<file path="src/rtl/cmp_lgez_serial.sv">
// Digit-serial MSB-first magnitude comparator returning the {rx,ry} less/greater/equal-zero code.
// Latency 1..p_NDIG cycles after accept; result held in DONE until i_ready, no accept while busy.
module cmp_lgez_serial #(
  parameter int p_WIDTH = 16,
  parameter int p_DIGIT = 4,
  localparam int p_NDIG = p_WIDTH / p_DIGIT,
  localparam int p_CW   = $clog2(p_NDIG + 1)
) (
  input  logic               i_clk,
  input  logic               i_rst_n,
  input  logic               i_valid,
  output logic               o_ready,
  input  logic [p_WIDTH-1:0] i_x,
  input  logic [p_WIDTH-1:0] i_y,
  input  logic               i_signed,
  output logic               o_valid,
  input  logic               i_ready,
  output logic               o_rx,
  output logic               o_ry,
  output logic [p_CW-1:0]    o_cycles
);

  localparam int p_KW = (p_NDIG > 1) ? $clog2(p_NDIG) : 1;

  typedef enum logic [1:0] {IDLE, SCAN, DONE} state_t;

  state_t             state;
  logic [p_WIDTH-1:0] x_q;
  logic [p_WIDTH-1:0] y_q;
  logic               sgn_q;
  logic [p_KW-1:0]    k;
  logic               nz;
  logic [p_CW-1:0]    cnt;

  logic [p_DIGIT-1:0] x_dig;
  logic [p_DIGIT-1:0] y_dig;
  logic [p_DIGIT-1:0] x_cmp;
  logic [p_DIGIT-1:0] y_cmp;
  logic               first_dig;
  logic               last_dig;
  logic               nz_now;

  always_comb begin
    x_dig = '0;
    y_dig = '0;
    for (int i = 0; i < p_NDIG; i++) begin
      if (k == p_KW'(i)) begin
        x_dig = x_q[p_WIDTH-1-i*p_DIGIT -: p_DIGIT];
        y_dig = y_q[p_WIDTH-1-i*p_DIGIT -: p_DIGIT];
      end
    end
    first_dig = (k == '0);
    last_dig  = (k == p_KW'(p_NDIG - 1));
    // Flipping both sign bits maps two's complement onto offset binary, so an unsigned compare works.
    x_cmp = x_dig;
    y_cmp = y_dig;
    if (sgn_q && first_dig) begin
      x_cmp[p_DIGIT-1] = ~x_dig[p_DIGIT-1];
      y_cmp[p_DIGIT-1] = ~y_dig[p_DIGIT-1];
    end
    nz_now = nz | (|x_dig);
  end

  always_ff @(posedge i_clk) begin
    if (!i_rst_n) begin
      state <= IDLE;
      x_q   <= '0;
      y_q   <= '0;
      sgn_q <= 1'b0;
      k     <= '0;
      nz    <= 1'b0;
      cnt   <= '0;
      o_rx  <= 1'b0;
      o_ry  <= 1'b0;
    end else begin
      case (state)
        IDLE: begin
          if (i_valid) begin
            x_q   <= i_x;
            y_q   <= i_y;
            sgn_q <= i_signed;
            k     <= '0;
            nz    <= 1'b0;
            cnt   <= '0;
            state <= SCAN;
          end
        end
        SCAN: begin
          cnt <= cnt + p_CW'(1);
          nz  <= nz_now;
          if (x_cmp < y_cmp) begin
            o_rx  <= 1'b0;
            o_ry  <= 1'b1;
            state <= DONE;
          end else if (x_cmp > y_cmp) begin
            o_rx  <= 1'b1;
            o_ry  <= 1'b0;
            state <= DONE;
          end else if (last_dig) begin
            // Equal operands: only X's nonzero history separates 00 from 11.
            o_rx  <= nz_now;
            o_ry  <= nz_now;
            state <= DONE;
          end else begin
            k <= k + p_KW'(1);
          end
        end
        DONE: begin
          if (i_ready) state <= IDLE;
        end
        default: state <= IDLE;
      endcase
    end
  end

  assign o_ready  = (state == IDLE);
  assign o_valid  = (state == DONE);
  assign o_cycles = cnt;

endmodule
</file>
<file path="config.mk">
export PLATFORM = sky130hd
export DESIGN_NAME = cmp_lgez_serial
export DESIGN_NICKNAME = d
export VERILOG_FILES = /design/src/rtl/cmp_lgez_serial.sv
export SDC_FILE = /design/constraint.sdc
export NUM_CORES = 1
export LEC_CHECK = 0
export BUFFER_PORTS_ARGS = -buffer_cell sky130_fd_sc_hd__buf_2
export CAP_MARGIN = 5
export CORE_MARGIN = 2
export CORE_UTILIZATION = 40
export CTS_CLUSTER_DIAMETER = 150
export CTS_CLUSTER_SIZE = 12
export DETAILED_ROUTE_END_ITERATION = 10
export HOLD_SLACK_MARGIN = 0.1
export PLACE_DENSITY = 0.68
export SETUP_SLACK_MARGIN = 0.1
export SLEW_MARGIN = 20
export SYNTH_ARGS = -nofsm -noshare
export SYNTH_HDL_FRONTEND = slang
export SYNTH_SLANG_ARGS = --single-unit
</file>
<file path="constraint.sdc">
create_clock -name i_clk -period 3.1 [get_ports i_clk]
set_clock_uncertainty 0.15 [all_clocks]
set_input_delay 0.465 -clock i_clk [delete_from_list [all_inputs] [get_ports i_clk]]
set_output_delay 0.465 -clock i_clk [all_outputs]
set_load 0.03 [all_outputs]
</file>
### Word-level counts from Yosys, hierarchy flattened

Index checks and enable logic that the tools add are counted.

| word-level totals | value |
|---|---|
| bits in registers | 43 |
| input port bits | 37 |
| output and inout bits | 7 |
| word-level logic and storage cells | 68 |

| operators by class | value |
|---|---|
| add/sub/neg operators | 2 |
| order comparisons | 2 |
| eq/ne operators | 11 |
| muxes and demuxes | 30 |
| bitwise gates (word level) | 3 |
| reductions and logical operators | 11 |

Operators by type and width:

| cell | number |
|---|---|
| 2-to-1 mux 4 bit | 8 |
| 2-to-1 mux 2 bit | 9 |
| 2-to-1 mux 1 bit | 8 |
| != test 2 bit, second input constant | 4 |
| == test 2 bit, second input constant | 3 |
| case mux 2 bit (3 select lines) | 1 |
| case mux 3 bit (2 select lines) | 1 |
| AND reduction 2 bit | 3 |
| AND reduction 5 bit | 1 |
| == test 2 x 1 -> 1 bit, second input constant | 2 |
| greater-than comparator 4 bit | 1 |
| zero test 2 bit | 2 |
| less-than comparator 4 bit | 1 |
| != test 4 bit, second input constant | 1 |
| case mux 2 bit (2 select lines) | 1 |
| OR reduction 4 bit | 1 |
| adder 3 x 1 -> 3 bit, second input constant | 1 |
| 2-to-1 mux 3 bit | 1 |
| AND reduction 3 bit | 1 |
| nonzero test 3 bit | 1 |
| adder 2 x 1 -> 2 bit, second input constant | 1 |
| != test 2 x 1 -> 1 bit, second input constant | 1 |
| NOT 1 bit | 2 |
| case mux 1 bit (2 select lines) | 1 |
| other kinds (3) | 3 |

### Longest topological paths before layout

Gate-level depths: netlist (run 1).

| depth | value |
|---|---|
| word-level depth | 11 |
| gate-level depth with buffers | 14 |
| mapped depth without buffers | 13 |

### Worst setup path before layout (run 1)

No wires, ideal clock.

| timing | value |
|---|---|
| path kind | register to register |
| start | register k[1] |
| end | register k[0] |
| setup time | 59 ps |
| arrival time | 2708 ps |
| data required time | 2891 ps |
| path slack | 183 ps |
| stages on the path, launching flop included | 15 |
| path buffers | 1 |
| clock period less this slack | 2917 ps |
| path through | dfxtp_1 inv_1 ha_1 buf_2 nand3b_1 a21oi_1 a21oi_1 o21ai_0 xor2_1 ha_1 nand4_1 or2_2 a211oi_1 mux2i_1 and2_1 |

| between the ends | value |
|---|---|
| cells in the longest elaborated chain, start to end | 10 |
| elaborated cells between the ends (all ways) | 23 |
| classes of those cells | order compare (2); eq/ne (6); mux (10); bitwise (2); reduce/logical (3) |

RTL lines:

| element | RTL line | RTL |
|---|---|---|
| from (decl) | 31 | `logic [p_KW-1:0] k;` |
| from (signal assigned) | 105 | `k <= k + p_KW'(1);` |
| zero test 2 bit | 47, 52 |  |
| 2-to-1 mux 4 bit (4 in a row) | 47 | `if (k == p_KW'(i)) begin` |
| NOT 1 bit (on tied branches) | 58, 59 |  |
| 2-to-1 mux 1 bit | 57 | `if (sgn_q && first_dig) begin` |
| greater-than comparator 4 bit or less-than comparator 4 bit (tied branches) | 95, 91 |  |
| != test 2 bit (no line) | - |  |
| AND reduction 5 bit (no line) (*) | - |  |

Every way passes the cells marked *; elsewhere a longest branch is shown, timed or not.
A chain may end at the register's enable or synchronous reset.

### Worst setup path after layout (run 1)

Same ends and word-level chain as after synthesis.

==> results.ini, run 1 <==
[drt]
wl_per_cell_um=12.0
drt_iter0_drc=76
drc=0
viasPerCell=4.93
ant_nets=0
vias=1853
wirelength_um=4530
drt-pass1-iter-count=4

[critical_path]
required_ns=3.18
crit_fanout=12
worst-path-buf-inv=1
reg2reg_to=k[0]
start_kind=register
arrival_ns=2.97
ff2ff_path_depth=13
cp_top_family=simple AND/OR/NAND/NOR gates
regToRegStartpoint=k[1]
cpMostUsedCell=a21oi_1
cpMaxStageDelayCell=dfxtp_2
max_stage_delay_ns=0.37
reg2reg_slack_ns=0.21
worst-path-stages=13
crit_chain=inv_2, ha_4, nand3b_1, a21oi_1, a21oi_1, o21ai_1, xor2_1, ha_1, nand4_1, or2_2, a211oi_4, mux2i_1, and2_1
end_kind=register
path_class=reg -> reg

[global_route]
grt_pass1_wl_um=7760
grt.overflow.total=0
antenna_found_initial=0
grt_max_degree=45
grt_pass1_vias=1730
grtUsageTotal_pct=16.2

[logic_synthesis]
synth_area_um2=2110
synth_cell_types=36
synth_flop_cell=dfxtp_1
ys.warnings.count=0
synth_edf_count=0
ys_async_sr_fraction_pct=0
postSynthCellCount=263
yosysSeqAreaShare_pct=40.7
ys_ff_latch=43
syn_area_per_cell_um2=8.04
syn_nets=309

[timing]
rsz0062_at_grt=no
max_freq_mhz=346
tns_ns=0
hold_viol=0
post-route-period-util_pct=93.2
setup_viol=0
drv_slew=0
layout_min_cycle_time_ns=2.89
relSlewSlack_pct=57.7
hold_slack_ns=0.263
tightest_slew_ns=0.634

[layout]
antenna_cells=0
finalInstanceArea_um2=2610
layout.cells.non_filler=376
fin_nets=351
final_core_util_pct=51.0
synthToLayoutAreaGrowth_pct=23.3
final_layout_size_suffix_gt1_share_pct=24.5

[clocking]
cts_sinks=43
clk_latency_ns=0.29
htreeDepth=2
clkTransAtPathRegs_ns=0.08
root_buffer=clkbuf_8
postCtsHoldBufs=0
cts_inserted_buffers=5
cts_tree=done
clock_tree.buffer_depth=2

[placed_design]
gp_congestion=0.764
dp_hpwl_um=3210
placed_cell_area_um2=2380
numPortBuffers=43
dp.cells=365

[power_and_ir_drop]
power.density_nw_per_um2=555
vdd_drop_max_mv=0.264
power_leakage_nw=1.03

[floorplan]
io_pins=44
die_x_um=76.7
core.rowCount=26
die_height_um=76.7
coreArea_um2=5110
start_util_pct=41.4
design.die.area_um2=5880

[min_path]
whs_path_depth=3
whs_endpoint=x_q[9]
worstHoldPathType=in -> reg
hp-start=i_x[9]

[job]
drv.max_cap_violation_count=0

[status]
status=finished, final reports clean

==> flip-flops by register name, indices dropped and copies added, names as in the netlist <==
name / cells
k: 2
nz: 1
o_cycles: 3
o_rx: 1
o_ry: 1
sgn_q: 1
state: 2
x_q: 16
y_q: 16
==> what timing repair did <==
item | 4_1_cts | 5_1_grt
gates cloned | 0 | 0
gates resized for setup | 3 | 16
pin swaps | 0 | 3
hold endpoints to repair | 0 | 0
endpoints found under the setup margin | 3 | 6
setup buffers | 0 | 3
==> tightest hold or removal path, delay by kind of cell <==
kind | cells | cell delay [ns]
buffers and inverters | 1 | 0.10
AND/OR/NAND/NOR | 1 | 0.04
AO/OA/AOI/OAI | 1 | 0.06
==> per-layer routing <==
layer	track usage [%]	part of all wire (%)	up-vias	wire [um]
met1	20.9	49	833	2240
li1	-	-	972	-
met2	25.6	44	36	1990
met5	0	0	-	0
met3	3.88	4.2	12	191
met4	7.27	2.4	0	109
==> worst max path at each step <==
stage / from / endpoint / slack [ns]
finish: k[1] / k[0] / 0.21
CTS: k[1] / k[0] / 0.13
floorplan: k[1] / k[0] / 0.18
detailed placement: k[1] / k[0] / -0.06
global placement: k[0] / k[0] / 0.03
global route: k[1] / k[0] / 0.09
==> through the flow <==
stage | setup WS, ns | power [mW]
final | 0.212 | 1.45
after global routing | 0.0890 | 1.53
after CTS | 0.129 | 1.42
after detailed placement | -0.0582 | 0.973
after global placement | 0.0302 | 0.965
after floorplan | 0.183 | 0.873
==> layout make-up <==
cell class | count | area, um^2
Clock inverter | 2 | 35.0
Sequential cell | 43 | 863
Clock buffer | 6 | 82.6
Multi-Input combinational cell | 196 | 1230
Tap cell | 70 | 87.6
Inverter | 7 | 26.3
Fill cell | 522 | 2500
Timing Repair Buffer | 52 | 283
==> logic make-up after synthesis <==
logic type / Yosys count / share of synthesized area (%)
AOI/OAI and AO/OA: 66 / 21.9
xor gates and xnor gates: 3 / 1.24
adders and majority gates: 9 / 5.33
buffers and inverters: 24 / 4.86
DFF: 43 / 40.7
muxes: 2 / 0.947
and+or+nand+nor: 116 / 25.0
==> where the power goes <==
part           switching, mW  total (mW)  internal [mW]
clock                  0.182       0.443          0.260
combinational          0.211       0.365          0.154
sequential            0.0338       0.638          0.604
total                  0.427        1.45           1.02
==> Yosys cell counts, drive strengths merged (2+ instances only) <==
library cell  count  area share (%)
a21oi            13             3.1
nand3             3            0.71
nand3b            8             2.8
nor2b             5             1.5
a221oi            4             1.7
mux2i             2            0.95
and2              3            0.89
nand2            80              14
buf               4             1.3
nor3b             5             1.8
a21boi           36              13
dfxtp            43              41
nor2              4            0.71
o21ai             3            0.71
or2               2            0.59
clkbuf           13             2.3
a211oi            5             1.8
ha                9             5.3
inv               7             1.2
xnor2             2            0.83
==> layout by cell type (no fill, tap or decap), drive strengths merged, types with 2 or more instances in the layout <==
| cell | n |
|---|---|
| or2 | 2 |
| a211oi | 5 |
| nor2b | 5 |
| and2 | 3 |
| nor2 | 4 |
| xnor2 | 2 |
| nand3 | 3 |
| nand2 | 80 |
| clkbuf | 6 |
| o21ai | 3 |
| buf | 52 |
| nor3b | 5 |
| nand3b | 8 |
| mux2i | 2 |
| a221oi | 4 |
| inv | 7 |
| a21oi | 13 |
| dfxtp | 43 |
| a21boi | 36 |
| ha | 9 |
(Power assumes the default switching activity.)
==> run 2: changes to the inputs <==
--- a/config.mk
+++ b/config.mk
@@ -14,6 +14,8 @@
 export DETAILED_ROUTE_END_ITERATION = 10
 export HOLD_SLACK_MARGIN = 0.1
 export PLACE_DENSITY = 0.68
+export RECOVER_POWER = 100
+export REMOVE_ABC_BUFFERS = 1
 export SETUP_SLACK_MARGIN = 0.1
 export SLEW_MARGIN = 20
 export SYNTH_ARGS = -nofsm -noshare
==> run 2 against run 1 <==
Final area is 0.29% lower. Hold slack got worse by 0.0035 ns. Maximum frequency shrank 0.44%. Combinational power increased by 5%. First-iteration DRC count increased by 26%. Non-clock buffer count is 5 higher. Sequential power about the same. Largest power group unchanged.
==> results.ini, run 2 (same netlist as run 1, synthesis figures left out) <==
[timing]
rsz0062_at_grt=no
setup_viol=0  ; unchanged
post-route-period-util_pct=93.6  ; +0.41 points
layout_min_cycle_time_ns=2.90  ; +0.0127 ns
relSlewSlack_pct=42.8  ; -15 points
drv_slew=0  ; unchanged
tns_ns=0  ; unchanged
worst_slack_ns=0.199  ; -0.0127 ns
max_freq_mhz=345  ; -0.44%
hold_slack_ns=0.260  ; -0.00349 ns
tightest_slew_ns=0.858  ; +0.224 ns
hold_viol=0  ; unchanged

[drt]
wirelength_um=4720  ; +4.1%
viasPerCell=4.87  ; -1.1%
drt_iter0_drc=96  ; +26%
ant_nets=0  ; unchanged
drt-pass1-iter-count=4  ; unchanged
wl_per_cell_um=12.4  ; +3.0%
drc=0  ; unchanged
vias=1852  ; -0.054%

[clocking]
clkTransAtPathRegs_ns=0.08  ; about the same
cts_tree=done
cts_inserted_buffers=5  ; unchanged
clk_latency_ns=0.30  ; about the same
root_buffer=clkbuf_8
postCtsHoldBufs=0  ; unchanged
htreeDepth=2  ; unchanged
clock_tree.buffer_depth=2  ; unchanged
cts_sinks=43  ; unchanged

[power_and_ir_drop]
power_mw=1.38  ; -4.3%
power_leakage_nw=1.01  ; -2.1%
power.density_nw_per_um2=533  ; -4.0%
vdd_drop_max_mv=0.261  ; -1.4%

[placed_design]
numPortBuffers=43  ; unchanged
placed_cell_area_um2=2420  ; +1.6%
place_ws_ns=-0.00857  ; +0.0496 ns
dp_hpwl_um=3240  ; +0.90%
gp_congestion=0.847  ; +11%
dp.cells=370  ; +1.4%

[global_route]
grt_pass1_wl_um=7690  ; -0.89%
grt_pass1_vias=1745  ; +0.87%
grtUsageTotal_pct=16.1  ; -0.11 points
grt.overflow.total=0  ; unchanged
antenna_found_initial=0  ; unchanged
grt_max_degree=45  ; unchanged

[critical_path]
cpMaxStageDelayCell=dfxtp_1
required_ns=3.14  ; -0.04 ns
cp_top_family=compound AO/OA/AOI/OAI gates
crit_fanout=10  ; -2
path_class=reg -> reg
start_kind=register
max_stage_delay_ns=0.38  ; about the same
arrival_ns=2.94  ; -0.03 ns
crit_chain=inv_2, ha_4, buf_4, nand3b_1, a221oi_2, inv_1, ha_1, nand4_1, or2_4, a21oi_1, nor2_1, o221a_1
end_kind=register
worst-path-buf-inv=3  ; +2

[min_path]
worstHoldPathType=in -> reg

[layout]
fillers=539  ; +3.3%
final_core_util_pct=50.9  ; -0.15 points
synthToLayoutAreaGrowth_pct=23.0
layout.cells.non_filler=380  ; +1.1%
finalInstanceArea_um2=2600  ; -0.29%
layout_commonest_cell=nand2_1
final_layout_size_suffix_gt1_share_pct=22.3  ; -2.3 points
antenna_cells=0  ; unchanged
final_cell_mix=nand2_1, dfxtp_1, a21boi_0, buf_2, buf_4
fin_nets=356  ; +1.4%

[floorplan]
coreArea_um2=5110  ; unchanged
die_height_um=76.7  ; unchanged
io_pins=44  ; unchanged
core.rowCount=26  ; unchanged
die_x_um=76.7  ; unchanged
design.die.area_um2=5880  ; unchanged
start_util_pct=41.4  ; unchanged

[job]
drv.max_cap_violation_count=0  ; unchanged

[status]
status=finished, final reports clean

[run 2: path summary, 6_finish.rpt]
kind         startpoint       to  slack [ns]  cells past startpoint
min reg2reg      x_q[3]   x_q[3]        0.32                      2
min             i_y[14]  y_q[14]        0.26                      3
max reg2reg        k[1]     o_ry        0.20                     12
max                k[1]     o_ry        0.20                     12
[run 2: power by group]
part / switching, mW / internal (mW) / total [mW]
clock: 0.187 / 0.175 / 0.362
sequential: 0.0343 / 0.604 / 0.638
combinational: 0.217 / 0.166 / 0.383
[run 2: worst reg2reg max path: stages (launching register included)]
cell and delay [ns]:
dfxtp_1 0.38, inv_2 0.09, ha_4 0.19, buf_4 0.16, nand3b_1 0.18, a221oi_2 0.31, inv_1 0.09, ha_1 0.29
nand4_1 0.13, or2_4 0.28, a21oi_1 0.21, nor2_1 0.11, o221a_1 0.25
[run 2: repair_timing]
action	4_1_cts	5_1_grt
setup buffers	0	3
pin swaps	0	5
resized for setup	4	17
setup endpoints to repair	3	6
[run 2: layout make-up]
cell class,count,area [um^2],area share (%)
inverters,7,26.3,1.01
flip-flops and latches,43,865,33.3
multi-input cells,196,1220,47.1
repair buffers,57,308,11.8
clock buffers,6,82.6,3.18
well taps,70,87.6,3.37
clock inverters,1,5.00,0.193
[run 2: metal layers]
metal / part of all wire, % / routed length [um] / up-vias / global-route usage (%)
li1: - / - / 979 / -
met1: 50 / 2360 / 830 / 20.9
met2: 45 / 2110 / 38 / 26.0
met3: 4.1 / 195 / 5 / 3.76
met4: 1.1 / 53 / 0 / 6.00
met5: 0 / 0 / - / 0
